**src/rtl/q16_8_to_bcd_if.sv**
```systemverilog
// q16_8_to_bcd_if -- request/result bundle between the exponent stage,
// the BCD formatter and the display driver.
//   i_ce        clock enable (holds all formatter state when low)
//   i_start     start request, sampled only while the formatter is idle
//   i_val       unsigned Q16.8 value
//   i_err       upstream error flag, captured with i_val
//   o_int_bcd   integer digits, MS digit in the top nibble
//   o_frac_bcd  fraction digits, tenths in the top nibble
//   o_busy      formatter not idle
//   o_done      one-cycle completion pulse (stretched across i_ce stalls)
//   o_error     captured error flag
interface q16_8_to_bcd_if #(
  parameter int I_BITS      = 16,
  parameter int F_BITS      = 8,
  parameter int INT_DIGITS  = 5,
  parameter int FRAC_DIGITS = 3
);
  logic                       i_ce;
  logic                       i_start;
  logic [I_BITS+F_BITS-1:0]   i_val;
  logic                       i_err;
  logic [INT_DIGITS*4-1:0]    o_int_bcd;
  logic [FRAC_DIGITS*4-1:0]   o_frac_bcd;
  logic                       o_busy;
  logic                       o_done;
  logic                       o_error;

  modport master (
    output i_ce, i_start, i_val, i_err,
    input  o_int_bcd, o_frac_bcd, o_busy, o_done, o_error
  );

  modport slave (
    input  i_ce, i_start, i_val, i_err,
    output o_int_bcd, o_frac_bcd, o_busy, o_done, o_error
  );
endinterface

```
**src/rtl/q16_8_to_bcd.sv**
```systemverilog
// q16_8_to_bcd -- sequential Q16.8 to BCD formatter.
// The integer part runs through a 16-step double-dabble loop into 5 digits;
// the fraction is first scaled to thousandths ((f*1000)>>8, truncated) and
// then runs a 10-step double-dabble loop into 3 digits. One bit per enabled
// cycle, 26 enabled cycles from capture to o_done. An upstream error skips
// the conversion and reports zero digits with o_error set.
// Ports:
//   CLK   clock, rising edge
//   RST   synchronous active-low reset, overrides i_ce
//   bus   slave side of q16_8_to_bcd_if (handshake, value, digits, status)
module q16_8_to_bcd #(
  parameter int I_BITS      = 16,
  parameter int F_BITS      = 8,
  parameter int INT_DIGITS  = 5,
  parameter int FRAC_DIGITS = 3
) (
  input  logic CLK,
  input  logic RST,
  q16_8_to_bcd_if.slave bus
);

  localparam int IW = INT_DIGITS * 4;
  localparam int FW = FRAC_DIGITS * 4;
  // f*1000 < f*1024, so after dropping F_BITS the scaled fraction fits 10 bits
  localparam int SW = 10;
  localparam int PW = F_BITS + SW;
  localparam logic [4:0] INT_LAST  = 5'(I_BITS - 1);
  localparam logic [4:0] FRAC_LAST = 5'(SW - 1);

  typedef enum logic [1:0] {IDLE, INT_DD, FRAC_DD, DONE} state_t;

  state_t              state;
  logic [I_BITS-1:0]   int_bin;
  logic [F_BITS-1:0]   frac_raw;
  logic [SW-1:0]       frac_bin;
  logic [IW-1:0]       int_acc;
  logic [FW-1:0]       frac_acc;
  logic [4:0]          cnt;
  logic [IW-1:0]       int_bcd;
  logic [FW-1:0]       frac_bcd;
  logic                done;
  logic                error;

  // One double-dabble step: +3 on every nibble >= 5, then shift in a bit.
  function automatic logic [IW-1:0] dd_int(input logic [IW-1:0] acc,
                                           input logic bit_in);
    logic [IW-1:0] r;
    r = acc;
    for (int i = 0; i < INT_DIGITS; i++)
      if (r[i*4 +: 4] >= 4'd5) r[i*4 +: 4] = r[i*4 +: 4] + 4'd3;
    return {r[IW-2:0], bit_in};
  endfunction

  function automatic logic [FW-1:0] dd_frac(input logic [FW-1:0] acc,
                                            input logic bit_in);
    logic [FW-1:0] r;
    r = acc;
    for (int i = 0; i < FRAC_DIGITS; i++)
      if (r[i*4 +: 4] >= 4'd5) r[i*4 +: 4] = r[i*4 +: 4] + 4'd3;
    return {r[FW-2:0], bit_in};
  endfunction

  // f*1000 = f*1024 - f*16 - f*8, done with shifts; keep the top 10 bits.
  function automatic logic [SW-1:0] scale_frac(input logic [F_BITS-1:0] f);
    logic [PW-1:0] fe;
    logic [PW-1:0] p;
    fe = PW'(f);
    p  = (fe << 10) - (fe << 4) - (fe << 3);
    return p[PW-1:F_BITS];
  endfunction

  always_ff @(posedge CLK) begin
    if (!RST) begin
      state    <= IDLE;
      int_bin  <= '0;
      frac_raw <= '0;
      frac_bin <= '0;
      int_acc  <= '0;
      frac_acc <= '0;
      cnt      <= '0;
      int_bcd  <= '0;
      frac_bcd <= '0;
      done     <= 1'b0;
      error    <= 1'b0;
    end else if (bus.i_ce) begin
      case (state)
        IDLE: begin
          if (bus.i_start) begin
            int_bin  <= bus.i_val[I_BITS+F_BITS-1:F_BITS];
            frac_raw <= bus.i_val[F_BITS-1:0];
            if (bus.i_err) begin
              // error result is published on the capture edge itself
              int_bcd  <= '0;
              frac_bcd <= '0;
              done     <= 1'b1;
              error    <= 1'b1;
              state    <= DONE;
            end else begin
              int_acc  <= '0;
              frac_acc <= '0;
              cnt      <= '0;
              state    <= INT_DD;
            end
          end
        end
        INT_DD: begin
          int_acc <= dd_int(int_acc, int_bin[I_BITS-1]);
          int_bin <= int_bin << 1;
          if (cnt == INT_LAST) begin
            cnt      <= '0;
            frac_bin <= scale_frac(frac_raw);
            state    <= FRAC_DD;
          end else begin
            cnt <= cnt + 5'd1;
          end
        end
        FRAC_DD: begin
          frac_acc <= dd_frac(frac_acc, frac_bin[SW-1]);
          frac_bin <= frac_bin << 1;
          if (cnt == FRAC_LAST) begin
            // final step result goes straight to the output register
            cnt      <= '0;
            int_bcd  <= int_acc;
            frac_bcd <= dd_frac(frac_acc, frac_bin[SW-1]);
            done     <= 1'b1;
            error    <= 1'b0;
            state    <= DONE;
          end else begin
            cnt <= cnt + 5'd1;
          end
        end
        DONE: begin
          done  <= 1'b0;
          state <= IDLE;
        end
        default: state <= IDLE;
      endcase
    end
  end

  assign bus.o_int_bcd  = int_bcd;
  assign bus.o_frac_bcd = frac_bcd;
  assign bus.o_busy     = (state != IDLE);
  assign bus.o_done     = done;
  assign bus.o_error    = error;

endmodule

```
**src/flat_wrapper.sv**
```systemverilog
// flat-port wrapper written by rule: the top's interface ports become plain ports
module q16_8_to_bcd_flat 
#(
  parameter int I_BITS      = 16,
  parameter int F_BITS      = 8,
  parameter int INT_DIGITS  = 5,
  parameter int FRAC_DIGITS = 3
)
  (CLK, RST, bus_i_ce, bus_i_start, bus_i_val, bus_i_err, bus_o_int_bcd, bus_o_frac_bcd, bus_o_busy, bus_o_done, bus_o_error);
  q16_8_to_bcd_if #(.I_BITS(I_BITS), .F_BITS(F_BITS), .INT_DIGITS(INT_DIGITS), .FRAC_DIGITS(FRAC_DIGITS)) bus_i ();
  input  logic CLK;
  input  logic RST;
  input wire logic [$bits(bus_i.i_ce)-1:0] bus_i_ce;
  input wire logic [$bits(bus_i.i_start)-1:0] bus_i_start;
  input wire logic [$bits(bus_i.i_val)-1:0] bus_i_val;
  input wire logic [$bits(bus_i.i_err)-1:0] bus_i_err;
  output wire logic [$bits(bus_i.o_int_bcd)-1:0] bus_o_int_bcd;
  output wire logic [$bits(bus_i.o_frac_bcd)-1:0] bus_o_frac_bcd;
  output wire logic [$bits(bus_i.o_busy)-1:0] bus_o_busy;
  output wire logic [$bits(bus_i.o_done)-1:0] bus_o_done;
  output wire logic [$bits(bus_i.o_error)-1:0] bus_o_error;
  assign bus_i.i_ce = bus_i_ce;
  assign bus_i.i_start = bus_i_start;
  assign bus_i.i_val = bus_i_val;
  assign bus_i.i_err = bus_i_err;
  assign bus_o_int_bcd = bus_i.o_int_bcd;
  assign bus_o_frac_bcd = bus_i.o_frac_bcd;
  assign bus_o_busy = bus_i.o_busy;
  assign bus_o_done = bus_i.o_done;
  assign bus_o_error = bus_i.o_error;
  q16_8_to_bcd #(.I_BITS(I_BITS), .F_BITS(F_BITS), .INT_DIGITS(INT_DIGITS), .FRAC_DIGITS(FRAC_DIGITS)) u_core (.CLK(CLK), .RST(RST), .bus(bus_i));
endmodule
```
**config.mk**
```make
export PLATFORM = sky130hd
export DESIGN_NAME = q16_8_to_bcd_flat
export DESIGN_NICKNAME = d
export VERILOG_FILES = /design/src/rtl/q16_8_to_bcd_if.sv /design/src/rtl/q16_8_to_bcd.sv /design/src/flat_wrapper.sv
export SDC_FILE = /design/constraint.sdc
export NUM_CORES = 1
export LEC_CHECK = 0
export CORE_AREA = 2 2 147 113
export DETAILED_ROUTE_END_ITERATION = 7
export DIE_AREA = 0 0 149 115
export DONT_BUFFER_PORTS = 1
export MAX_ROUTING_LAYER = met4
export SLEW_MARGIN = 10
export SYNTH_ARGS = -nofsm -noshare
export SYNTH_HDL_FRONTEND = slang
export SYNTH_SLANG_ARGS = --single-unit
```
**constraint.sdc**
```tcl
create_clock -name CLK -period 2.25 [get_ports CLK]
set_clock_uncertainty 0.2 [all_clocks]
set_input_delay 0.45 -clock CLK [delete_from_list [all_inputs] [get_ports CLK]]
set_output_delay 0.45 -clock CLK [all_outputs]
set_load 0.005 [all_outputs]
```
Word-level counts from Yosys, hierarchy flattened --
Index checks and enable logic that the tools add are counted.
Storage, ports and cells: bits in registers 107, input port bits 29, output and inout port bits 35, logic and storage cells 98
Operators by class: add/subtract/negate cells 11, order comparisons 8, equal/unequal tests 10, multiplexer cells 42, reductions and logical operators 16
Operator list (number):
- 20-bit two-way mux | 5
- 20-bit one-hot mux with 2 select lines | 2
- 12-bit two-way mux | 5
- 12-bit one-hot mux with 2 select lines | 2
- 4-bit by 3-bit >= comparator with 1-bit output, second input constant | 8
- 16-bit one-hot mux with 2 select lines | 1
- 4-bit by 2-bit adder with 4-bit output, second input constant | 6
- 4-bit two-way mux | 6
- 5-bit two-way mux | 4
- 10-bit one-hot mux with 2 select lines | 1
- 18-bit by 11-bit subtractor with 18-bit output | 1
- 18-bit by 12-bit subtractor with 18-bit output | 1
- 16-bit two-way mux | 1
- 4-bit AND reduction | 4
- 5-bit one-hot mux with 3 select lines | 1
- 5-bit by 4-bit equality test with 1-bit output, second input constant | 2
- 10-bit two-way mux | 1
- 5-bit AND reduction | 2
- 3-bit AND reduction | 3
- 2-bit two-way mux | 4
- 2-bit one-hot mux with 4 select lines | 1
- 2-bit nonzero test | 4
- 3-bit by 2-bit adder with 3-bit output, second input constant | 2
- 3-bit two-way mux | 2
- other kinds (10) | 18

Logic depth before layout (Yosys ltp) --
Gate-level depths: netlist (run 1).
word-level depth 4, mapped depth 10, mapped depth without buffers 9

Least setup slack after synthesis (run 1) --
OpenSTA, ideal clock, no wires.
path kind reg-to-reg, from reg u_core.frac_raw[6], to reg u_core.frac_bin[9], setup time 0.118 ns, data arrival time 2.123 ns, required time 1.932 ns, slack -0.190 ns, cell stages (with the launch flop) 9, path buffers 0, period minus slack after synthesis 2.440 ns, cell sequence dfxtp_1 inv_1 fa_1 ha_1 a21oi_1 and2_1 nand3_1 and4_1 o2111a_1
Between the ends: cells in the longest elaborated chain, start to end 4
Ends and longest elaborated chain:
- start: declaration | line q16_8_to_bcd.sv:34 | logic [F_BITS-1:0] frac_raw;
- start signal: assignment | line q16_8_to_bcd.sv:90 | frac_raw <= bus.i_val[F_BITS-1:0];
- 18-bit by 12-bit subtractor with 18-bit output | line q16_8_to_bcd.sv:68 | p = (fe << 10) - (fe << 4) - (fe << 3);
- 18-bit by 11-bit subtractor with 18-bit output (*) | line q16_8_to_bcd.sv:68
- 10-bit two-way mux (*) | line q16_8_to_bcd.sv:109 | if (cnt == INT_LAST) begin
- 10-bit one-hot mux with 2 select lines (*) | line q16_8_to_bcd.sv:86 | case (state)
- end signal: assignment | line q16_8_to_bcd.sv:111 | frac_bin <= scale_frac(frac_raw);
- end signal: assignment | line q16_8_to_bcd.sv:119 | frac_bin <= frac_bin << 1;
- end: declaration | line q16_8_to_bcd.sv:35 | logic [SW-1:0] frac_bin;
Every way passes the cells marked *; elsewhere a longest branch is shown, timed or not. The select of a mux whose other input is x is not followed. A chain may end at the register's enable or synchronous reset.

Final worst setup path (run 1) --
from reg u_core.frac_raw[7], to reg u_core.frac_bin[6]
Same word-level chain as after synthesis.

==> results.cfg, run 1 <==
[clock_tree]
postCtsHoldBufs = 0
insertion_delay_ns = 0.36
cts-root-buf = clkbuf_16
clockBufferDepth = 2
cts_tree = yes
clkTransAtPathRegs_ns = 0.07
htreeDepth = 3
cts.sinks = 107
cts_made_buffers = 9

[cells_and_area]
fillCellCount = 1491
fin_nets = 798
diodes = 0
multi_input_area_um2 = 3859
area_delta_synth_final_pct = 20.73
stdcell_area_um2 = 7229
drive_above_1_share_pct = 22.36
final-seq-area_um2 = 2148

[floorplanning]
design.die.area_um2 = 17140
die-width_um = 149
initial_core_util_pct = 38.11
core_um2 = 15720
num_rows = 40
pin_count = 64
die_y_um = 115

[setup_path]
r2r-end = u_core.frac_bin[6]$_SDFFE_PN0P_
required_ns = 2.29
path_max_fanout = 4
cp-start-kind = flop
r2r-start = u_core.frac_raw[7]$_SDFFE_PN0P_
worstRegToRegCells = 7
setup.worst_path.end_class = flop
rrSetupSlack_ns = -0.08
arrival_ns = 2.37
critical_path_class = flop to flop

[pwr]
vdd_ir_drop_max_uv = 386.0
p_leak_nw = 2.765
powerDensity_nw_per_um2 = 766.6

[yosys]
syn_inst = 687
synthesis.nets = 761
ys_warn_count = 0
synth_edf_count = 0
synthesis.area_um2 = 5988
yosys-top-cells-area = dfxtp_1 (36%), ha_1 (9.2%), mux2i_1 (7.5%)
async_flop_share_pct = 0
yosys.area.top_type_share_pct = 35.77
ys.flop_type = dfxtp_1
yosysMostFrequentCell = dfxtp_1
yosys-top-cells-count = dfxtp_1 (107), nor2_1 (88), mux2i_1 (45)
syn_avg_cell_area_um2 = 8.717
synth_area_leader_cell = dfxtp_1
ys_seq_elements = 107
yosysUniqueCellTypes = 65
seq_area_frac_synth_pct = 35.77

[flow_run]
maxCapViolCount = 0

[placement]
gp_congestion = 0.9642
dp_hpwl_um = 11140
placed_area_um2 = 6554
portBuffers = 0
dp_slack_ns = -0.1805

[timing]
relSlewSlack_pct = 61.14
slew_violations = 0
setup_viol = 7
rsz0062_at_grt = true
hold_violations = 0
tightest_slew_ns = 0.5812
setup_ws_ns = -0.07922
period_needed_ns = 2.329
period_share_pct = 103.5
fmax_mhz = 429.3

[global_routing]
grt_pass1_wl_um = 25020
grt_pass1_vias = 4873
grt_max_degree = 40
grt_usage_pct = 18.94
overflow = 0
antenna_found_initial = 0

[routing]
drcViolationCount = 0
dr.pass1.iters = 5
ant_nets = 0
vias = 5157
avgViaCountPerCell = 5.492
drt-total-wl_um = 15660
drt_iter0_drc = 343
wl_per_cell_um = 16.67

[worst_hold_path]
hold_class = input pin to flop
min_to = u_core.frac_bin[6]$_SDFFE_PN0P_
hold_depth = 1
holdCritStartpoint = RST

[status]
violations = negative setup slack
status = finished with violations
[layout by cell type (no fill, tap or decap), types with 5 or more instances in the layout]
cell | Yosys | final
o211ai_1 | 6 | 6
clkbuf_16 | 0 | 9
a22oi_1 | 15 | 15
a211oi_1 | 23 | 22
buf_4 | 4 | 58
nor3_1 | 10 | 9
mux2i_1 | 45 | 45
nand4_1 | 5 | 5
a22oi_2 | 19 | 19
and3_1 | 9 | 7
a21o_1 | 6 | 5
ha_1 | 44 | 29
inv_1 | 41 | 35
nand3_1 | 22 | 20
dfxtp_2 | 0 | 5
a21oi_1 | 43 | 38
nand2b_1 | 12 | 12
xnor2_1 | 12 | 11
nand2_1 | 43 | 40
o21ai_1 | 3 | 7
dfxtp_1 | 107 | 102
nor2_1 | 88 | 87
ha_4 | 0 | 12
inv_2 | 1 | 7
o21ai_0 | 31 | 25
[critical path, stage by stage, from the launching register on]
cell	delay [ns]
dfxtp_2	0.32
inv_2	0.06
fa_2	0.45
ha_4	0.31
nand4_1	0.11
or3_4	0.40
nor4b_4	0.14
a211o_1	0.22
[per-layer routing]
metal	share of wire [%]	vias up	global-route usage [%]
met3	5.5	21	4.762
li1	-	2552	-
met4	1.5	0	6.095
met1	49	2452	25.76
met2	44	132	27.53
met5	0	-	-
[final cells by class]
type	count	area share (%)
Clock inverter	6	0.9519
Multi-Input combinational cell	501	53.37
Inverter	43	2.267
Timing Repair Buffer	62	6.888
Tap cell	210	3.634
Sequential cell	107	29.72
Clock buffer	10	3.167
[timing repair]
item | 4_1_cts | 5_1_grt
gates resized for setup | 40 | 25
pin swaps | 18 | 7
gates cloned | 0 | 1
setup endpoints to repair | 8 | 43
setup buffers | 2 | 2
[cells by family (layout without fill, tap and decap cells)]
family / Yosys count / in the layout / share of synthesized area (%)
xor+xnor: 14 / 14 / 2.048
compound gates: 178 / 178 / 21.50
simple gates: 218 / 219 / 17.45
mux: 45 / 45 / 7.522
fa+ha+maj: 45 / 45 / 9.528
flops: 107 / 107 / 35.77
buf+inv: 80 / 121 / 6.184
[through the flow]
| step | instances | util [%] | TNS (ns) | hold slack (ns) | power [mW] |
|---|---|---|---|---|---|
| 2_1_floorplan | 687 | - | -0.1648 | 0.2436 | 3.108 |
| 3_3_place_gp | 918 | 41.70 | -0.8419 | 0.2543 | 3.564 |
| 3_5_place_dp | 918 | 41.70 | -0.9798 | 0.2697 | 3.580 |
| 4_1_cts | 936 | 45.21 | -0.3476 | 0.003142 | 5.450 |
| 5_1_grt | 939 | 46.00 | -0.8776 | 0.01063 | 5.827 |
| 6_report | 939 | 46.00 | -0.3074 | 0.02146 | 5.542 |
[worst max path at each step]
| stage | startpoint | slack, ns | cells after the start | end |
|---|---|---|---|---|
| finish | u_core.frac_raw[7]$_SDFFE_PN0P_ | -0.08 | 7 | u_core.frac_bin[6]$_SDFFE_PN0P_ |
| global route | u_core.frac_raw[7]$_SDFFE_PN0P_ | -0.16 | 9 | u_core.frac_bin[4]$_SDFFE_PN0P_ |
| CTS | u_core.frac_raw[7]$_SDFFE_PN0P_ | -0.15 | 7 | u_core.frac_bin[6]$_SDFFE_PN0P_ |
| detailed placement | u_core.frac_raw[7]$_SDFFE_PN0P_ | -0.18 | 7 | u_core.frac_bin[6]$_SDFFE_PN0P_ |
| global placement | u_core.frac_raw[7]$_SDFFE_PN0P_ | -0.18 | 7 | u_core.frac_bin[8]$_SDFFE_PN0P_ |
| floorplan | u_core.frac_raw[7]$_SDFFE_PN0P_ | -0.08 | 7 | u_core.frac_bin[6]$_SDFFE_PN0P_ |
[power breakdown]
group | switching (mW) | leakage, nW | internal [mW] | total (mW)
logic | 1.04 | 1.75 | 0.862 | 1.90
registers | 0.0554 | 0.868 | 1.97 | 2.03
clock network | 0.738 | 0.144 | 0.874 | 1.61
[sequential cells by signal, summed over array words and instances, names as in the netlist]
| register | cells |
|---|---|
| u_core.frac_acc | 12 |
| u_core.int_acc | 20 |
| u_core.frac_raw | 8 |
| u_core.bus.o_int_bcd | 20 |
| u_core.bus.o_frac_bcd | 12 |
| u_core.cnt | 5 |
| u_core.bus.o_error | 1 |
| u_core.frac_bin | 10 |
| u_core.state | 2 |
| u_core.int_bin | 16 |
| u_core.bus.o_done | 1 |
No activity file was read; power rests on OpenSTA's default activity.
==> run 2: changes to the inputs <==
--- a/config.mk
+++ b/config.mk
@@ -6,10 +6,12 @@
 export NUM_CORES = 1
 export LEC_CHECK = 0
 export CORE_AREA = 2 2 147 113
+export CTS_BUF_LIST = sky130_fd_sc_hd__clkbuf_8
 export DETAILED_ROUTE_END_ITERATION = 7
 export DIE_AREA = 0 0 149 115
 export DONT_BUFFER_PORTS = 1
 export MAX_ROUTING_LAYER = met4
+export REMOVE_ABC_BUFFERS = 1
 export SLEW_MARGIN = 10
 export SYNTH_ARGS = -nofsm -noshare
 export SYNTH_HDL_FRONTEND = slang
==> results.cfg, run 2 (synthesis gave the netlist of run 1 again) <==
[setup_path]
arrival_ns = 2.55
cp.depth = 7
worst-path-buf-inv = 1
crit_start = u_core.frac_raw[7]$_SDFFE_PN0P_
r2r-end = u_core.frac_bin[6]$_SDFFE_PN0P_
worstRegToRegCells = 7
cp-start-kind = flop
crit_end = u_core.frac_bin[6]$_SDFFE_PN0P_
required_ns = 2.34
path_cells = inv_2, fa_2, ha_4, nand4_1, or3_1, nor4b_2, a211o_1
path_max_fanout = 4
critical_path_class = flop to flop
setup.worst_path.end_class = flop
critical_path.top_delay_family = adder cells
rrSetupSlack_ns = -0.21
crit_slowest_cell = fa_2
r2r-start = u_core.frac_raw[7]$_SDFFE_PN0P_
critPathMaxStageDelay_ns = 0.46

[floorplanning]
pin_count = 64
initial_core_util_pct = 38.11
die-width_um = 149
design.die.area_um2 = 17140
core_um2 = 15720
num_rows = 40
die_y_um = 115

[flow_run]
maxCapViolCount = 0

[cells_and_area]
area_delta_synth_final_pct = 21.31
fin_nets = 809
diodes = 0
drive_above_1_share_pct = 23.11
stdcell_area_um2 = 7264
layout_common_cells = dfxtp_1 (100), nor2_1 (87), buf_4 (59)
stdcell_count = 950
final_common_cell = dfxtp_1

[clock_tree]
insertion_delay_ns = 0.39
cts.sinks = 107
clockBufferDepth = 2
cts-root-buf = clkbuf_8
cts_made_buffers = 9
htreeDepth = 3
clkTransAtPathRegs_ns = 0.11
cts_tree = yes

[placement]
dp_hpwl_um = 10740
dpl.cell_count = 920
gp_congestion = 0.9273
portBuffers = 0
placed_area_um2 = 6520

[timing]
relSlewSlack_pct = 68.38
fmax_mhz = 406.1
setup_ws_ns = -0.2126
rsz0062_at_grt = true
period_share_pct = 109.4
hold_violations = 0
period_needed_ns = 2.463
tightest_slew_ns = 0.4728
setup_viol = 6
slew_violations = 0

[global_routing]
grt_pass1_vias = 4990
antenna_found_initial = 0
grt_pass1_wl_um = 24860
grt_max_degree = 65
overflow = 0
grt_usage_pct = 18.53

[pwr]
pwr-share-clk_pct = 22.9
combPwrFrac_pct = 38.3
p_switching_mw = 1.884
powerDensity_nw_per_um2 = 719.3
swShare_pct = 36.05
vdd_ir_drop_max_uv = 510.6
p_leak_nw = 2.787
pwr-share-seq_pct = 38.8
p_int_mw = 3.342

[routing]
vias = 5183
wl_per_cell_um = 16.49
avgViaCountPerCell = 5.456
drt-total-wl_um = 15670
drcViolationCount = 0
ant_nets = 0
dr.pass1.iters = 5
drt_iter0_drc = 326

[status]
status = finished with violations
violations = negative setup slack

[worst_hold_path]
hold_class = input pin to flop
## run 2: cell count changes in the layout (fill, tap and decap cells not counted), moves of 3 or more
| cell | change |
|---|---|
| inv_1 | -3 |
| dlygate4sd3_1 | +9 |
| o21ai_1 | -3 |
| clkbuf_8 | +10 |
| clkbuf_16 | -9 |
## run 2: metrics by stage
step	util, %	hold WS (ns)	TNS [ns]	setup WS [ns]	total power [mW]
floorplan	-	0.2428	-38.15	-0.7874	3.008
global placement	41.49	0.2541	-1.435	-0.2243	3.542
finish	46.23	0.005045	-0.5792	-0.2126	5.225
global route	46.23	0.001062	-1.167	-0.2624	5.503
CTS	44.72	-0.05469	-0.4924	-0.1443	5.016
detailed placement	41.49	0.2632	-1.792	-0.3205	3.569
## run 2: worst min path at each step
stage                                          from                               to  cells after the start
floorplan           u_core.frac_bin[7]$_SDFFE_PN0P_  u_core.frac_bin[7]$_SDFFE_PN0P_                      2
CTS                                             RST  u_core.frac_bin[6]$_SDFFE_PN0P_                      1
global route                                    RST  u_core.frac_bin[8]$_SDFFE_PN0P_                      2
global placement     u_core.int_bin[0]$_SDFFE_PN0P_   u_core.int_bin[0]$_SDFFE_PN0P_                      2
detailed placement  u_core.frac_bin[7]$_SDFFE_PN0P_  u_core.frac_bin[7]$_SDFFE_PN0P_                      2
finish                                          RST  u_core.frac_bin[8]$_SDFFE_PN0P_                      2
## run 2: per-layer routing
| metal | vias to the layer above | track usage (%) | part of all wire, % |
|---|---|---|---|
| li1 | 2562 | - | - |
| met1 | 2484 | 23.78 | 47 |
| met2 | 121 | 29.16 | 46 |
| met3 | 16 | 5.357 | 5.4 |
| met4 | 0 | 3.937 | 1.1 |
| met5 | - | - | 0 |
## run 2: area by class of cell
type / instances / area (µm²)
Inverter: 43 / 168.9
Sequential cell: 107 / 2151
Tap cell: 210 / 262.8
Multi-Input combinational cell: 501 / 3884
Fill cell: 1518 / 8451
Clock buffer: 10 / 137.6
Clock inverter: 6 / 53.80
Timing Repair Buffer: 73 / 606.8
## run 2: what timing repair did
action	CTS	global route
hold buffers	8	1
gates resized for setup	44	44
setup buffers	0	4
gates cloned	0	1
pin swaps	18	15
endpoints found under the setup margin	10	31
endpoints found under the hold margin	19	9
## run 2: power by group through the flow
stage	combinational (mW)	clock (mW)	sequential, mW
3_3_place_gp	1.48	0	2.06
3_5_place_dp	1.50	0	2.07
4_1_cts	1.74	1.25	2.02
2_1_floorplan	0.953	0	2.05
6_report	2.00	1.20	2.03
5_1_grt	2.16	1.31	2.04
## run 2: worst reg2reg max path: stages, from the launching register on
cell and delay (ns):
dfxtp_2 0.34, inv_2 0.06, fa_2 0.46, ha_4 0.32, nand4_1 0.14, or3_1 0.43, nor4b_2 0.19, a211o_1 0.23
==> RTL edit 1: new RTL, config.mk and constraints of run 2 <==
Compare `cnt` against `FRAC_LAST` with >= in place of ==.
--- a/src/rtl/q16_8_to_bcd.sv
+++ b/src/rtl/q16_8_to_bcd.sv
@@ -118,5 +118,5 @@
           frac_acc <= dd_frac(frac_acc, frac_bin[SW-1]);
           frac_bin <= frac_bin << 1;
-          if (cnt == FRAC_LAST) begin
+          if (cnt >= FRAC_LAST) begin
             // final step result goes straight to the output register
             cnt      <= '0;
Behaviour: no difference found for any inputs over 4 cycles, from zero or initial values and one cycle with RST low; that may be too few to reach the edited logic, so the function may still have changed.
==> RTL edit 1 against run 2 <==
The flow still finishes with violations (setup timing); wire length shrank 6.4%; area after synthesis shrank 1.4%; final area shrank 1.8%; sequential cell count is the same; worst setup slack lost 0.022 ns; power shrank 6.6%; via count shrank 2.4%; critical endpoint is now u_core.frac_bin[8].
==> RTL edit 1: results (changes against run 2) <==
crit_slowest_cell: "fa_1"
max_stage_delay_ns: 0.49  # +0.03 ns
nets: 823  # +1.7%
violations: "setup timing"
grt_pass1_wl_um: 22600  # -8.9%
num_vias: 5061  # -2.4%
grt_use_met3_pct: 3.21  # -2.1 points
synth_mux_area_share_pct: 5.79  # -1.7 points
fin_ws_ns: -0.234  # -0.0217 ns
dr.first_iter.drc_count: 322  # -1.2%
place_ws_ns: -0.307  # +0.0135 ns
status: "finished with violations"
tns_ns: -1.09  # -0.509 ns
cp_max_fo: 3  # -1
place_congestion: 0.905  # -2.4%
wire_per_inst_um: 15.2  # -7.7%
synth.area.top_cells: "dfxtp_1 36%, ha_1 9.3%, a21oi_1 5.9%"
leakage_nw: 2.68  # -3.7%
grt_start_max_net_pins: 51  # -22%
synth_compound_area_share_pct: 20.0  # -1.5 points
critPathLaunch: "u_core.frac_raw[6]"
grt_pass1_vias: 4779  # -4.2%
use_met1_pct: 22.0  # -1.8 points
drive_gt1_share_pct: 20.7  # -2.4 points
yosysSeqAreaShare_pct: 36.3  # +0.52 points
use_met2_pct: 26.3  # -2.9 points
worstMarginPinSlew_ns: 0.490  # +0.0169 ns
synth_cell_types: 62  # -4.6%
dp_hpwl_um: 9650  # -10%
sw_frac_of_total_pct: 34.2  # -1.8 points
synth_commonest_cells: "107 x dfxtp_1, 78 x nand2_1, 71 x nor2_1, 69 x a21oi_1"
grt_util_all_layers_pct: 16.6  # -1.9 points
cp.arrival_ns: 2.52  # -0.03 ns
setup-violations-final: 7  # +1
synth_xor_area_share_pct: 2.52  # +0.48 points
-- RTL edit 1: per-layer routing --
metal | part of all wire, % | vias to the layer above | wire length (um)
li1 | - | 2561 | -
met1 | 48 | 2353 | 7100
met2 | 45 | 130 | 6660
met3 | 5.0 | 17 | 738
met4 | 1.2 | 0 | 170
met5 | 0 | - | 0
-- RTL edit 1: repair_timing --
| action | 4_1_cts | 5_1_grt |
|---|---|---|
| endpoints found under the hold margin | 7 | 0 |
| cloned | 0 | 4 |
| setup endpoints to repair | 19 | 69 |
| hold buffers | 4 | 0 |
| setup buffers | 4 | 11 |
| pin swaps | 24 | 26 |
| gates resized for setup | 46 | 32 |
-- RTL edit 1: per-stage QoR --
stage               area [sq um]  hold slack [ns]  cells
detailed placement          6360            0.261    926
global placement            6360            0.256    926
global route                7130           0.0261    964
floorplan                   5680            0.244    669
CTS                         6840          0.00102    950
finish                      7130           0.0220    964
-- RTL edit 1: cell type report --
type / count / area (sq um)
Fill cell: 1549 / 8580
Multi-Input combinational cell: 526 / 3710
Sequential cell: 107 / 2150
Timing Repair Buffer: 68 / 677
Tap cell: 210 / 263
Inverter: 37 / 150
Clock buffer: 9 / 124
Clock inverter: 7 / 58.8
-- RTL edit 1: kinds of logic after synthesis --
| group | count (synthesis) |
|---|---|
| and+or+nand+nor | 249 |
| buffers and inverters | 78 |
| adders and majority gates | 45 |
| AOI/OAI and AO/OA | 180 |
| muxes | 34 |
| xor gates and xnor gates | 17 |
| DFF | 107 |
-- RTL edit 1: power by group through the flow --
| stage | clock network [mW] | registers, mW | logic (mW) |
|---|---|---|---|
| 6_report | 1.12 | 2.01 | 1.75 |
| 5_1_grt | 1.25 | 2.02 | 1.90 |
| 4_1_cts | 1.17 | 2.01 | 1.51 |
| 3_5_place_dp | 0 | 2.05 | 1.34 |
| 3_3_place_gp | 0 | 2.05 | 1.32 |
| 2_1_floorplan | 0 | 2.05 | 0.914 |
-- RTL edit 1: worst register-to-register path: stages, from the launching register on --
cell and delay, ns:
dfxtp_2 0.35, inv_2 0.05, fa_1 0.49, ha_4 0.21, a211oi_2 0.19, nor2_2 0.11
nor4_4 0.32, o311ai_2 0.16, xnor2_1 0.16, o221ai_1 0.13
-- RTL edit 1: path summary, 6_finish.rpt --
check / to / cells after the start
max: u_core.frac_bin[8] / 9
max reg2reg: u_core.frac_bin[8] / 9
min reg2reg: u_core.int_bin[0] / 2
min: u_core.frac_raw[3] / 2
==> RTL edit 2: new RTL, config.mk and constraints of run 2 <==
Without the edit above. `FRAC_DIGITS` is set to 3 in 3 places; all go to 5.
--- a/src/rtl/q16_8_to_bcd_if.sv
+++ b/src/rtl/q16_8_to_bcd_if.sv
@@ -14,5 +14,5 @@
   parameter int F_BITS      = 8,
   parameter int INT_DIGITS  = 5,
-  parameter int FRAC_DIGITS = 3
+  parameter int FRAC_DIGITS = 5
 );
   logic                       i_ce;
--- a/src/rtl/q16_8_to_bcd.sv
+++ b/src/rtl/q16_8_to_bcd.sv
@@ -13,5 +13,5 @@
   parameter int F_BITS      = 8,
   parameter int INT_DIGITS  = 5,
-  parameter int FRAC_DIGITS = 3
+  parameter int FRAC_DIGITS = 5
 ) (
   input  logic CLK,
--- a/src/flat_wrapper.sv
+++ b/src/flat_wrapper.sv
@@ -5,5 +5,5 @@
   parameter int F_BITS      = 8,
   parameter int INT_DIGITS  = 5,
-  parameter int FRAC_DIGITS = 3
+  parameter int FRAC_DIGITS = 5
 )
   (CLK, RST, bus_i_ce, bus_i_start, bus_i_val, bus_i_err, bus_o_int_bcd, bus_o_frac_bcd, bus_o_busy, bus_o_done, bus_o_error);
Ports: changed (resized bus_o_frac_bcd); port bits go from 64 to 72. The function was not compared with the original's and may differ.
==> RTL edit 2 against run 2 <==
Power increased by 13%; core utilization grew 4.3 points; the flow still finishes with violations (setup timing); worst setup slack got worse by 0.040 ns; wire length is 0.31% lower; sequential cell count rose by 16; final area is 9.2% higher; highest routed layer unchanged; area after synthesis is 9.4% higher; final cell count is 14% higher.
==> RTL edit 2: results (changes against run 2) <==
dr_wl_met3_um: 857  # +1.4%
drt-met1-wl_um: 7870  # +6.2%
grt_start_max_net_pins: 116  # +78%
met2WireLength_um: 6730  # -7.2%
clk_pin_slew_ns: 0.07  # -0.04 ns
worstMarginPinSlew_ns: 0.508  # +0.0348 ns
cp.arrival_ns: 2.62  # +0.07 ns
yosysSeqAreaShare_pct: 37.6  # +1.8 points
use_met2_pct: 26.8  # -2.4 points
tns_ns: -1.09  # -0.506 ns
grt_pass1_vias: 5071  # +1.6%
drive_gt1_share_pct: 17.4  # -5.7 points
dpl_cell_area_sq_mm: 0.00714  # +9.5%
place_congestion: 0.899  # -3.1%
grt_pass1_wl_um: 25400  # +2.1%
dr.first_iter.drc_count: 282  # -13%
wire_per_inst_um: 14.4  # -13%
top_layer_used: "met4"
place_inst: 1043  # +13%
sw_frac_of_total_pct: 31.2  # -4.9 points
synth.avg_cell_area_sq_um: 8.00  # -8.2%
synth_top_area_cell: "dfxtp_1"
cp_max_fo: 7  # +3
dp_hpwl_um: 10300  # -4.3%
setup-violations-final: 7  # +1
nets: 944  # +17%
clockBufferDepth: 2  # unchanged
yosysWarnings: 0  # unchanged
fin_cells: 1087  # +14%
grt_util_all_layers_pct: 19.0  # +0.43 points
antenna_found_initial: 0  # unchanged
htree_num_levels: 4  # +1
synth_top_area_share_pct: 37.6  # +1.8 points
numCtsBuffers: 17  # +8
synthArstFlopShare_pct: 0  # unchanged
synth_commonest_cells: "125 x nand2_1, 123 x dfxtp_1, 97 x a21oi_1, 62 x nor2_1, 52 x nand3_1"
synth_cell_types: 57  # -12%
place_ws_ns: -0.390  # -0.0694 ns
leakage_nw: 2.95  # +6.0%
viasPerCell: 5.15  # -5.6%
status: "finished with violations"
violations: "setup timing"
use_met1_pct: 26.3  # +2.5 points
firstDrtPassIters: 4  # -1
fin_ws_ns: -0.252  # -0.0395 ns
clock_latency_ns: 0.44  # +0.05 ns
max_stage_delay_ns: 0.58  # +0.12 ns
grt_use_met3_pct: 5.95  # +0.60 points
irDropWorstVdd_v: 0.000410  # -20%
synth.area.top_cells: "dfxtp_1 38%, ha_1 9.2%, a21oi_1 7.4%"
[RTL edit 2: power by group through the flow]
| stage | sequential, mW | combinational, mW | clock, mW |
|---|---|---|---|
| after floorplan | 2.34 | 0.916 | 0 |
| after global placement | 2.35 | 1.45 | 0 |
| after detailed placement | 2.35 | 1.46 | 0 |
| after CTS | 2.30 | 1.64 | 1.94 |
| after global routing | 2.31 | 1.92 | 2.03 |
| final | 2.31 | 1.74 | 1.87 |
[RTL edit 2: kinds of logic (layout without fill, tap and decap cells)]
group,after synthesis,in the layout,synth area share (%)
multiplexers,26,26,3.99
AO/OA/AOI/OAI,214,214,20.1
AND/OR/NAND/NOR,298,298,20.7
flip-flops,123,123,37.6
XOR/XNOR,20,20,2.67
adder cells (fa/ha/maj),49,49,9.47
buffers and inverters,89,147,5.42
[RTL edit 2: timing repair]
action                                  CTS  global route
pin swaps                                22            23
buffers inserted                          1             3
endpoints found under the setup margin   10            45
gates cloned                              0             0
hold buffers                             10             0
resized for setup                        42            28
endpoints found under the hold margin    17             0
[RTL edit 2: layout make-up]
cell class	instances	area (sq um)
well taps	210	263
repair buffers	76	673
flip-flops and latches	123	2470
fillers	1496	7780
clock buffers	19	262
inverters	41	163
multi-input cells	607	3990
clock inverters	11	109
[RTL edit 2: final timing paths]
| kind | from | end | slack [ns] | cells past startpoint |
|---|---|---|---|---|
| worst max register to register | u_core.frac_raw[6] | u_core.frac_bin[8] | -0.25 | 9 |
| worst min-delay path | RST | u_core.frac_bin[5] | 0.04 | 2 |
| worst min register to register | u_core.bus.o_frac_bcd[3] | u_core.bus.o_frac_bcd[3] | 0.27 | 2 |
| worst max-delay path | u_core.frac_raw[6] | u_core.frac_bin[8] | -0.25 | 9 |
